$ cat src/rtl/wb_pkg.sv
// Shared types and constants for the writeback stage and its load aligner.
package wb_pkg;

    localparam int DEFAULT_DATA_W     = 32;
    localparam int DEFAULT_REG_ADDR_W = 5;

    // IDLE accepts from execute; REQ presents the read; WAIT holds for data.
    typedef enum logic [1:0] {
        IDLE = 2'd0,
        REQ  = 2'd1,
        WAIT = 2'd2
    } wb_state_e;

    // RV32I load funct3 encodings.
    localparam logic [2:0] F3_LB  = 3'b000;
    localparam logic [2:0] F3_LH  = 3'b001;
    localparam logic [2:0] F3_LW  = 3'b010;
    localparam logic [2:0] F3_LBU = 3'b100;
    localparam logic [2:0] F3_LHU = 3'b101;

    // A load is legal when funct3 is a known load type and the byte
    // offset is naturally aligned for the access size.
    function automatic logic load_legal(input logic [2:0] funct3,
                                        input logic [1:0] offset);
        logic ok;
        ok = 1'b0;
        case (funct3)
            F3_LB, F3_LBU: ok = 1'b1;
            F3_LH, F3_LHU: ok = (offset[0] == 1'b0);
            F3_LW:         ok = (offset == 2'b00);
            default:       ok = 1'b0;
        endcase
        return ok;
    endfunction

endpackage

$ cat src/rtl/load_aligner.sv
// Selects the addressed byte/half lane of a read word and extends it
// according to the load type. Purely combinational.
module load_aligner
    import wb_pkg::*;
(
    input  logic [31:0] rdata_i,
    input  logic [2:0]  funct3_i,
    input  logic [1:0]  offset_i,
    output logic [31:0] data_o
);

    logic [7:0]  byte_sel;
    logic [15:0] half_sel;

    // Lane select, then sign/zero extension by load type.
    always_comb begin
        byte_sel = 8'h00;
        half_sel = 16'h0000;
        data_o   = 32'h0000_0000;

        case (offset_i)
            2'd0:    byte_sel = rdata_i[7:0];
            2'd1:    byte_sel = rdata_i[15:8];
            2'd2:    byte_sel = rdata_i[23:16];
            default: byte_sel = rdata_i[31:24];
        endcase

        half_sel = offset_i[1] ? rdata_i[31:16] : rdata_i[15:0];

        case (funct3_i)
            F3_LB:   data_o = {{24{byte_sel[7]}}, byte_sel};
            F3_LH:   data_o = {{16{half_sel[15]}}, half_sel};
            F3_LW:   data_o = rdata_i;
            F3_LBU:  data_o = {24'h000000, byte_sel};
            F3_LHU:  data_o = {16'h0000, half_sel};
            default: data_o = 32'h0000_0000;
        endcase
    end

endmodule

$ cat src/rtl/writeback_stage.sv
// Final pipeline stage: forwards ALU results to the register file write
// port and performs single-outstanding data-memory loads.
//
// Handshakes: an execute transfer happens on a cycle where ex_valid_i and
// ex_ready_o are both high; ex_ready_o is high only in IDLE. A memory
// request is accepted on a cycle where mem_req_o and mem_gnt_i are both
// high; mem_addr_o is stable while mem_req_o waits for the grant. Read
// data is taken on the first mem_rvalid_i seen in WAIT; rvalid outside
// WAIT and gnt outside REQ are ignored.
module writeback_stage
    import wb_pkg::*;
#(
    parameter int DATA_W     = DEFAULT_DATA_W,
    parameter int REG_ADDR_W = DEFAULT_REG_ADDR_W
) (
    input  logic                  clk_i,
    input  logic                  reset_i,

    input  logic                  ex_valid_i,
    output logic                  ex_ready_o,
    input  logic                  ex_reg_write_i,
    input  logic                  ex_is_load_i,
    input  logic [2:0]            ex_funct3_i,
    input  logic [REG_ADDR_W-1:0] ex_rd_i,
    input  logic [DATA_W-1:0]     ex_result_i,

    output logic                  mem_req_o,
    output logic [DATA_W-1:0]     mem_addr_o,
    input  logic                  mem_gnt_i,
    input  logic                  mem_rvalid_i,
    input  logic [DATA_W-1:0]     mem_rdata_i,

    output logic                  rf_write_o,
    output logic [REG_ADDR_W-1:0] rf_write_reg_o,
    output logic [DATA_W-1:0]     rf_write_data_o,

    output logic                  load_err_o
);

    wb_state_e             state_q;
    logic [REG_ADDR_W-1:0] rd_q;
    logic                  reg_write_q;
    logic [2:0]            funct3_q;
    logic [1:0]            offset_q;
    logic [DATA_W-1:0]     addr_q;

    logic                  rf_write_q;
    logic [REG_ADDR_W-1:0] rf_reg_q;
    logic [DATA_W-1:0]     rf_data_q;
    logic                  load_err_q;

    logic                  accept;
    logic [DATA_W-1:0]     load_data;

    assign accept = ex_valid_i && (state_q == IDLE);

    load_aligner u_load_aligner (
        .rdata_i  (mem_rdata_i),
        .funct3_i (funct3_q),
        .offset_i (offset_q),
        .data_o   (load_data)
    );

    // Control FSM with registered write-port and error outputs; pulses
    // default low every cycle, write index/data hold between writes.
    always_ff @(posedge clk_i or posedge reset_i) begin
        if (reset_i) begin
            state_q     <= IDLE;
            rd_q        <= '0;
            reg_write_q <= 1'b0;
            funct3_q    <= 3'b000;
            offset_q    <= 2'b00;
            addr_q      <= '0;
            rf_write_q  <= 1'b0;
            rf_reg_q    <= '0;
            rf_data_q   <= '0;
            load_err_q  <= 1'b0;
        end else begin
            rf_write_q <= 1'b0;
            load_err_q <= 1'b0;
            case (state_q)
                IDLE: begin
                    if (accept) begin
                        if (!ex_is_load_i) begin
                            if (ex_reg_write_i && (ex_rd_i != '0)) begin
                                rf_write_q <= 1'b1;
                                rf_reg_q   <= ex_rd_i;
                                rf_data_q  <= ex_result_i;
                            end
                        end else if (!load_legal(ex_funct3_i, ex_result_i[1:0])) begin
                            load_err_q <= 1'b1;
                        end else begin
                            rd_q        <= ex_rd_i;
                            reg_write_q <= ex_reg_write_i;
                            funct3_q    <= ex_funct3_i;
                            offset_q    <= ex_result_i[1:0];
                            addr_q      <= {ex_result_i[DATA_W-1:2], 2'b00};
                            state_q     <= REQ;
                        end
                    end
                end
                REQ: begin
                    if (mem_gnt_i) begin
                        state_q <= WAIT;
                    end
                end
                WAIT: begin
                    if (mem_rvalid_i) begin
                        if (reg_write_q && (rd_q != '0)) begin
                            rf_write_q <= 1'b1;
                            rf_reg_q   <= rd_q;
                            rf_data_q  <= load_data;
                        end
                        state_q <= IDLE;
                    end
                end
                default: state_q <= IDLE;
            endcase
        end
    end

    assign ex_ready_o      = (state_q == IDLE);
    assign mem_req_o       = (state_q == REQ);
    assign mem_addr_o      = addr_q;
    assign rf_write_o      = rf_write_q;
    assign rf_write_reg_o  = rf_reg_q;
    assign rf_write_data_o = rf_data_q;
    assign load_err_o      = load_err_q;

endmodule

$ cat config.mk
export PLATFORM = sky130hd
export DESIGN_NAME = writeback_stage
export DESIGN_NICKNAME = d
export VERILOG_FILES = /design/src/rtl/wb_pkg.sv /design/src/rtl/load_aligner.sv /design/src/rtl/writeback_stage.sv
export SDC_FILE = /design/constraint.sdc
export NUM_CORES = 1
export LEC_CHECK = 0
export ABC_AREA = 0
export ABC_CLOCK_PERIOD_IN_PS = 2600
export BUFFER_PORTS_ARGS = -buffer_cell sky130_fd_sc_hd__buf_2
export CAP_MARGIN = 10
export CELL_PAD_IN_SITES_DETAIL_PLACEMENT = 0
export CELL_PAD_IN_SITES_GLOBAL_PLACEMENT = 1
export CORE_UTILIZATION = 30
export CTS_CLUSTER_DIAMETER = 50
export CTS_CLUSTER_SIZE = 14
export DETAILED_ROUTE_END_ITERATION = 8
export GPL_TIMING_DRIVEN = 0
export PLACE_DENSITY_LB_ADDON = 0.12
export REMOVE_ABC_BUFFERS = 1
export SKIP_LAST_GASP = 1
export SLEW_MARGIN = 30
export SYNTH_ARGS = -nofsm -noshare
export SYNTH_HDL_FRONTEND = slang
export SYNTH_SLANG_ARGS = --single-unit
$ cat constraint.sdc
create_clock -name clk_i -period 2.6 [get_ports clk_i]
set_input_delay 0.26 -clock clk_i [delete_from_list [all_inputs] [get_ports clk_i]]
set_output_delay 0.26 -clock clk_i [all_outputs]
set_load 0.005 [all_outputs]
* Word level (Yosys, flattened, before mapping) *
Index checks and enable logic that the tools add are counted.

cells by class
  reduce and logical (&&, ||, !) cells = 16
  bitwise operators = 1
  mux-type cells = 35
  equality and inequality tests = 20

operators with widths
  kind                                                              number
  32-bit 2-to-1 mux                                                 5
  32-bit one-hot mux with 5 select lines                            1
  32-bit one-hot mux with 2 select lines                            1
  5-bit 2-to-1 mux                                                  5
  8-bit one-hot mux with 3 select lines                             1
  16-bit 2-to-1 mux                                                 1
  3-bit == test (second input constant)                             4
  1-bit 2-to-1 mux                                                  12
  2-bit 2-to-1 mux                                                  5
  2-bit by 1-bit != test with 1-bit output (second input constant)  5
  5-bit one-hot mux with 2 select lines                             1
  5-bit nonzero test                                                2
  3-bit by 1-bit == test with 1-bit output (second input constant)  2
  3-bit by 2-bit == test with 1-bit output (second input constant)  2
  2-bit zero test                                                   3
  3-bit zero test                                                   2
  2-bit != test (second input constant)                             3
  2-bit one-hot mux with 3 select lines                             1
  6-bit AND reduction                                               1
  5-bit AND reduction                                               1
  2-bit by 1-bit == test with 1-bit output (second input constant)  2
  2-bit == test (second input constant)                             2
  4-bit AND reduction                                               1
  2-bit OR reduction                                                2
  other kinds (5)                                                   7

word-level totals
  register bits after elaboration = 82
  input bits = 79
  logic and storage cells = 82
  output and inout port bits = 73

* Longest topological paths before layout *
Gate-level depths: netlist (run 1).

  depth in word-level cells = 10
  mapped depth = 7
  depth with buffers taken out = 4

* Hierarchy *
A second synthesis (run 1) with hierarchy kept.

second synthesis, totals
  cells, all modules = 366
  area, all modules = 4685.7 um2

by module, submodules not included
  module           area each (um2)  seq. area each (um2)  cells an instance  instances
  writeback_stage  3641.0           2052.0                233                1
  load_aligner     1044.8           0.0                   133                1

* Worst setup path after synthesis (run 1) *
Ideal clock, no wire load.

  path kind = reg-to-reg
  start point = register rd_q[3]
  end point = register rf_data_q[10], in the netlist rf_write_data_o[10]
  arrival time = 1.896 ns
  library setup time = 0.125 ns
  setup slack = 0.579 ns
  clock period less this slack = 2.021 ns
  cell stages (with the launch flop) = 7
  data required time = 2.475 ns
  buffers on the path = 2
  cells stage by stage = dfrtp_1 or4_1 or3_1 buf_2 and4_4 buf_6 mux2_4

on the way
  word-level cells in the longest chain between the ends = 4

RTL lines
  item                           RTL line                text
  start: declaration             writeback_stage.sv:41   logic [REG_ADDR_W-1:0] rd_q;
  start signal: assignment       writeback_stage.sv:93   rd_q <= ex_rd_i;
  5-bit nonzero test             writeback_stage.sv:109  if (reg_write_q && (rd_q != '0)) begin
  1-bit logical AND              writeback_stage.sv:109
  2-bit != test (no line)        -
  6-bit AND reduction (no line)  -
  end signal: assignment         writeback_stage.sv:88   rf_data_q <= ex_result_i;
  end signal: assignment         writeback_stage.sv:112  rf_data_q <= load_data;
  end: declaration               writeback_stage.sv:49   logic [DATA_W-1:0] rf_data_q;

No other way between the ends.
A chain may end at the register's enable or synchronous reset.

* Worst setup path in the final report (run 1) *
  start point = register state_q[1]
  end point = register rf_data_q[11], in the netlist rf_write_data_o[11]

on the way
  word-level cells in the longest chain between the ends = 4
  elaborated cells on any way between the ends = 11
  classes of those cells = 6 x eq/ne; 1 x mux; 4 x reduce/logical

RTL lines
  item                                                RTL line                                      text
  start: declaration                                  writeback_stage.sv:40                         wb_state_e state_q;
  start signal: assignment                            writeback_stage.sv:68                         state_q <= IDLE;
  start signal: assignment                            writeback_stage.sv:98                         state_q <= REQ;
  start signal: assignment                            writeback_stage.sv:104                        state_q <= WAIT;
  2-bit zero test                                     writeback_stage.sv:55, writeback_stage.sv:81
  1-bit logical AND                                   writeback_stage.sv:55                         assign accept = ex_valid_i && (state_q == IDLE);
  2-bit by 1-bit != test with 1-bit output (no line)  -
  6-bit AND reduction (no line)                       -

Parallel ways exist; a longest one is shown, timed or not.

==> flow_summary.ini, run 1 <==
[detailed_routing]
viasPerCell = 5.42
routedWlPerCell_um = 20.5
first_iter_violations = 213
drt-pass1-iter-count = 4
drc_errors = 0
via_count = 3910
drtAntennaViolNets = 0
routed_wl_um = 14800

[finish]
syn2layout_area_growth_pct = 29.1
diodes = 0
design_area_sq_um = 5780
nFillCells = 1469
drive_gt1_share_pct = 46.3
final_common_cell = buf_2
regArea_sq_um = 2050
final_cell_mix = buf_2 (149), dfrtp_1 (81), mux2_2 (46)
finalNonFillerCells = 722
multi_input_area_sq_um = 2330
nNetsFinal = 612

[synth]
yosysWarnings = 0
synth_edf_count = 0
synth_area_leader_cell = dfrtp_1
ys.flop_type = dfrtp_1
async_flop_share_pct = 100
avgSynthCellArea_sq_um = 11.1
ys_types = 39
seq_area_frac_synth_pct = 45.8
synth_area_sq_um = 4480
netlist_top_cells_area = dfrtp_1 (46%), mux2_2 (12%), a41oi_1 (4.7%), mux2_4 (4.4%), mux2i_1 (3.8%)
synth-seq-cells = 82
netlist_instances = 404
synth_top_area_share_pct = 45.8

[power]
power_density_nw_per_um2 = 945
finalPower_mw = 5.47
p_leak_nw = 2.58
max-vdd-ir-drop_v = 0.000313

[placed_design]
hpwl_um = 9880
gp_congestion = 0.714
dp_cells = 703
place_area_sq_um = 5430
port_buffers = 149
pre_cts_ws_ns = -0.621

[sta]
finalCritPeriodShare_pct = 95.9
fmax_ghz = 0.401
finalWorstSetupSlack_ns = 0.106
skew_ns = 0.00794
final.min_clock_period_ns = 2.49
worst_slew_pin_slew_ns = 0.836
relSlewSlack_pct = 44.2
drv_slew = 0
hold_viol = 0
rsz0062_at_grt = no
setup_viol_count_final = 0

[cts]
clk_pin_slew_ns = 0.07
clock_sinks = 82
cts_root_buffer = clkbuf_16
worst_skew_pair.late_latency_ns = 0.35
postCtsSetupBuffers = 0
htree_levels = 3
cts_buffers = 9
cts_tree = built
cts_buffer_depth = 2

[critical_path]
required_ns = 2.83
worstPathArrival_ns = 2.72
critPathMaxFanout = 26
critPathCaptureType = flop
crit_path_start_kind = flop
slowest_stage = nand3_2
path_cells = nor2_1 -> nand3_2 -> and4_4 -> mux2_4
slowest_delay_ns = 0.59
critPathKind = reg2reg

[global_route]
grt_util_all_layers_pct = 19.4
grt_pass1_vias = 4044
antenna_found_initial = 1
grt_max_degree = 51
grt_overflow = 0
grt_first_pass_wirelength_um = 23300

[die]
rows = 44
initial_core_util_pct = 30.8
die_area_sq_um = 15400
die_w_um = 124
ios = 152
die_h_um = 124
coreArea_sq_um = 14500

[hold_path]
hold_class = in2reg

[job]
maxCapViolCount = 0

[run_status]
status = finished, final reports clean
==> critical path: cells and delay by family (launching register included) <==
family | cells | cell delay, ns
DFF | 1 | 0.52
muxes | 1 | 0.34
and+or+nand+nor | 3 | 1.50
==> report_power, final <==
part           total [mW]  switching [mW]  leakage, nW  internal (mW)
logic                1.91           0.872         1.46           1.04
registers            2.15           0.382        0.967           1.76
clock network        1.41           0.564        0.153          0.846
total                5.47            1.82         2.58           3.65
==> registers in the layout (all words and copies together), names as in the netlist <==
signal	cells
offset_q	2
rd_q	5
rf_write_data_o	32
funct3_q	3
rf_write_reg_o	5
reg_write_q	1
mem_addr_o	30
state_q	2
load_err_o	1
rf_write_o	1
==> layout make-up <==
type / count / share of cell area (%)
Multi-Input combinational cell: 283 / 40.2
Sequential cell: 82 / 35.5
Timing Repair Buffer: 155 / 14.5
Tap cell: 184 / 3.98
Clock buffer: 10 / 3.96
Clock inverter: 6 / 1.56
Inverter: 2 / 0.216
==> what timing repair did <==
item	4_1_cts	5_1_grt
gates cloned	1	1
hold buffers	1	0
endpoints found under the setup margin	38	13
pin swaps	1	0
resized for setup	3	0
endpoints found under the hold margin	38	0
==> path summary, 6_finish.rpt <==
check | slack (ns) | cells past startpoint | start | endpoint
min in group asynchronous | 0.46 | 3 | reset_i | mem_addr_o[21]
worst min register to register | 0.50 | 1 | mem_addr_o[25] | mem_addr_o[25]
max in group asynchronous | 1.59 | 4 | reset_i | state_q[1]
worst min-delay path | 0.11 | 2 | mem_gnt_i | state_q[0]
worst max register to register | 0.11 | 4 | state_q[1] | rf_write_data_o[11]
worst max-delay path | 0.11 | 4 | state_q[1] | rf_write_data_o[11]
==> Yosys cell counts (3+ instances only) <==
cell / instances
a41oi_1: 24
buf_4: 3
and2_1: 24
buf_6: 4
o2bb2ai_1: 8
nor2_1: 7
o21ai_0: 18
o32a_1: 8
a32oi_1: 7
or3b_2: 3
a31oi_1: 24
nand2_1: 32
mux2_2: 46
dfrtp_1: 82
a22o_1: 9
clkbuf_1: 29
mux2_4: 13
a21boi_0: 8
mux2i_1: 17
nand2b_1: 11
==> per-stage QoR <==
step                setup TNS [ns]  util (%)  hold WS [ns]
global route                     0      39.8         0.128
global placement           -156.84      36.2         0.470
finish                           0      39.8         0.111
CTS                              0      39.7        0.0991
floorplan                    -6.32         -         0.368
detailed placement          -19.42      37.4         0.300
==> cell families after synthesis <==
family                 share of synthesized area (%)
muxes                                           19.7
AOI/OAI and AO/OA                               19.3
and+or+nand+nor                                 10.6
DFF                                             45.8
buffers and inverters                           4.50
other                                         0.0837
==> metal layers <==
| layer | vias up | part of all wire (%) | GRT usage (%) |
|---|---|---|---|
| met2 | 122 | 46 | 29.9 |
| met1 | 1965 | 46 | 26.5 |
| met4 | 0 | 1.8 | 7.16 |
| li1 | 1804 | - | - |
| met5 | - | 0 | 0 |
| met3 | 19 | 5.8 | 4.44 |
Note: power is estimated with default switching activity, not from simulation.
==> run 2: changes to the inputs <==
- SYNTH_HIERARCHICAL: unset -> 1
==> run 2 against run 1 <==
  * Register-to-register slack improved by 0.09 ns
  * Global-route usage fell by 2.1 points
  * Combinational power rose by 18%
  * Sequential share of layout area fell by 1.5 points
  * Sequential power rose by 3%
  * Cell area up 4.7%
  * Total power increased by 9.6%
  * Via count decreased by 10%
  * Hold slack worse by 0.0012 ns
  * Synthesized cell count is 9.4% lower
  * Final cell count shrank 3.2%
==> flow_summary.ini, run 2 <==
[job]
maxCapViolCount = 0

[sta]
rsz0062_at_grt = no
final.min_clock_period_ns = 2.41
hold_viol = 0
hold_ws_ns = 0.110
relSlewSlack_pct = 34.5
setup_viol_count_final = 0
worst_slew_pin_slew_ns = 0.980
drv_slew = 0
finalCritPeriodShare_pct = 92.5
fmax_ghz = 0.416
skew_ns = 0.00813

[detailed_routing]
drtAntennaViolNets = 0
drt-pass1-iter-count = 4
first_iter_violations = 211
routedWlPerCell_um = 19.0
routed_wl_um = 13300
drc_errors = 0
viasPerCell = 5.02
via_count = 3511

[global_route]
antenna_found_initial = 1
grt_max_degree = 45
grt_util_met1_pct = 22.1
grt_pass1_vias = 3620
grt_use_met2_pct = 28.0
grt_util_all_layers_pct = 17.3
grt_first_pass_wirelength_um = 20900
met3_usage_pct = 4.15
grt_overflow = 0
top_usage_layer = met2

[critical_path]
crit_buf_inv = 0
path_delay_family = simple AND/OR/NAND/NOR gates
required_ns = 2.89
slowest_stage = nor3b_1
crit_path_start_kind = flop
path_cells = nor3b_1 -> a22oi_1 -> o21ai_0 -> mux2_2 -> mux2_4
slowest_delay_ns = 0.95
critPathKind = reg2reg
critPathMaxFanout = 25
worstPathArrival_ns = 2.69
critPathCaptureType = flop

[power]
max-vdd-ir-drop_v = 0.000326
power_density_nw_per_um2 = 989
finalPower_mw = 5.99
p_leak_nw = 2.72

[synth]
seq_area_frac_synth_pct = 43.8
synth_area_sq_um = 4690
synth_edf_count = 0
netlist_top_cells_area = dfrtp_1 (44%), mux2_2 (26%), mux2_4 (6.4%), a22oi_1 (3.0%), a211oi_1 (2.6%)
synth_most_common_cell = mux2_2
netlist_instances = 366
synth_top_area_share_pct = 43.8
ys_top_cells_by_count = mux2_2 (107), dfrtp_1 (82), mux2_4 (20)
yosysWarnings = 6
ys.flop_type = dfrtp_1
synth-seq-cells = 82
synth_area_leader_cell = dfrtp_1
avgSynthCellArea_sq_um = 12.8
async_flop_share_pct = 100
ys_types = 37

[die]
die_w_um = 127
die_area_sq_um = 16100
ios = 152
initial_core_util_pct = 30.8
coreArea_sq_um = 15200
die_h_um = 127
rows = 45

[finish]
nFillCells = 1514
drive_gt1_share_pct = 62.2
multi_input_area_sq_um = 2470
final_common_cell = buf_2
largest_reg_flops = 32
final_cell_mix = buf_2 (149), mux2_2 (107), dfrtp_1 (79)
post-route-util_pct = 39.8
regArea_sq_um = 2060
syn2layout_area_growth_pct = 29.2
diodes = 0
nNetsFinal = 585

[hold_path]
hold_class = in2reg

[cts]
cts_buffers = 9
clock_sinks = 82
cts_root_buffer = clkbuf_16
htree_levels = 3
clk_pin_slew_ns = 0.06
worst_skew_pair.late_latency_ns = 0.35
cts_tree = built
cts_buffer_depth = 2

[run_status]
status = finished, final reports clean

[placed_design]
hpwl_um = 9160
port_buffers = 149
gp_congestion = 0.732
-- run 2: per-layer routing --
layer  part of all wire [%]  wire (um)
met2                     48       6380
met5                  0.098         13
met1                     45       5950
met4                    1.8        242
met3                    5.1        679
-- run 2: per-stage QoR --
step / area [sq um] / TNS [ns] / instances / worst slack, ns
after floorplan: 4500 / -40.31 / 335 / -1.11
after global placement: 5480 / -188.47 / 672 / -2.75
after detailed placement: 5630 / -1.22 / 676 / -0.121
after CTS: 6030 / 0 / 697 / 0.0731
after global routing: 6060 / 0 / 699 / 0.0222
final: 6060 / 0 / 699 / 0.195
-- run 2: path summary, 6_finish.rpt --
| check | cells past startpoint | from | to | slack, ns |
|---|---|---|---|---|
| min in group asynchronous | 3 | reset_i | rf_write_data_o[25] | 0.46 |
| max | 5 | funct3_q[2] | rf_write_data_o[5] | 0.19 |
| max reg2reg | 5 | funct3_q[2] | rf_write_data_o[5] | 0.19 |
| min reg2reg | 1 | mem_addr_o[19] | mem_addr_o[19] | 0.50 |
| max in group asynchronous | 4 | reset_i | offset_q[1] | 1.58 |
| min | 2 | mem_gnt_i | state_q[0] | 0.11 |
-- run 2: area by class of cell --
class	count	area share (%)
inverter	4	0.331
tap	188	3.88
sequential	82	34.0
multi-input combinational	250	40.8
timing repair buffer	159	15.1
clock inverter	4	1.61
clock buffer	12	4.24
-- run 2: kinds of logic (layout without fill, tap and decap cells) --
| logic type | Yosys count | count (layout) | share of synthesized area, % |
|---|---|---|---|
| AOI/OAI and AO/OA | 75 | 76 | 11.9 |
| buffers and inverters | 36 | 179 | 4.43 |
| DFF | 82 | 82 | 43.8 |
| muxes | 138 | 138 | 35.9 |
| other | 1 | 2 | 0.0800 |
| and+or+nand+nor | 34 | 34 | 3.93 |
-- run 2: repair_timing --
item                       CTS  global route
buffers inserted             3             2
pin swaps                    2             1
gates cloned                 1             0
hold buffers                 1             0
resized for setup            1             1
hold endpoints to repair    38             0
setup endpoints to repair   23            10
-- run 2: where the power goes --
| group | leakage, nW | internal, mW | total (mW) | switching, mW |
|---|---|---|---|---|
| registers | 0.978 | 1.78 | 2.22 | 0.442 |
| clock network | 0.169 | 0.992 | 1.52 | 0.527 |
| logic | 1.57 | 1.30 | 2.25 | 0.948 |
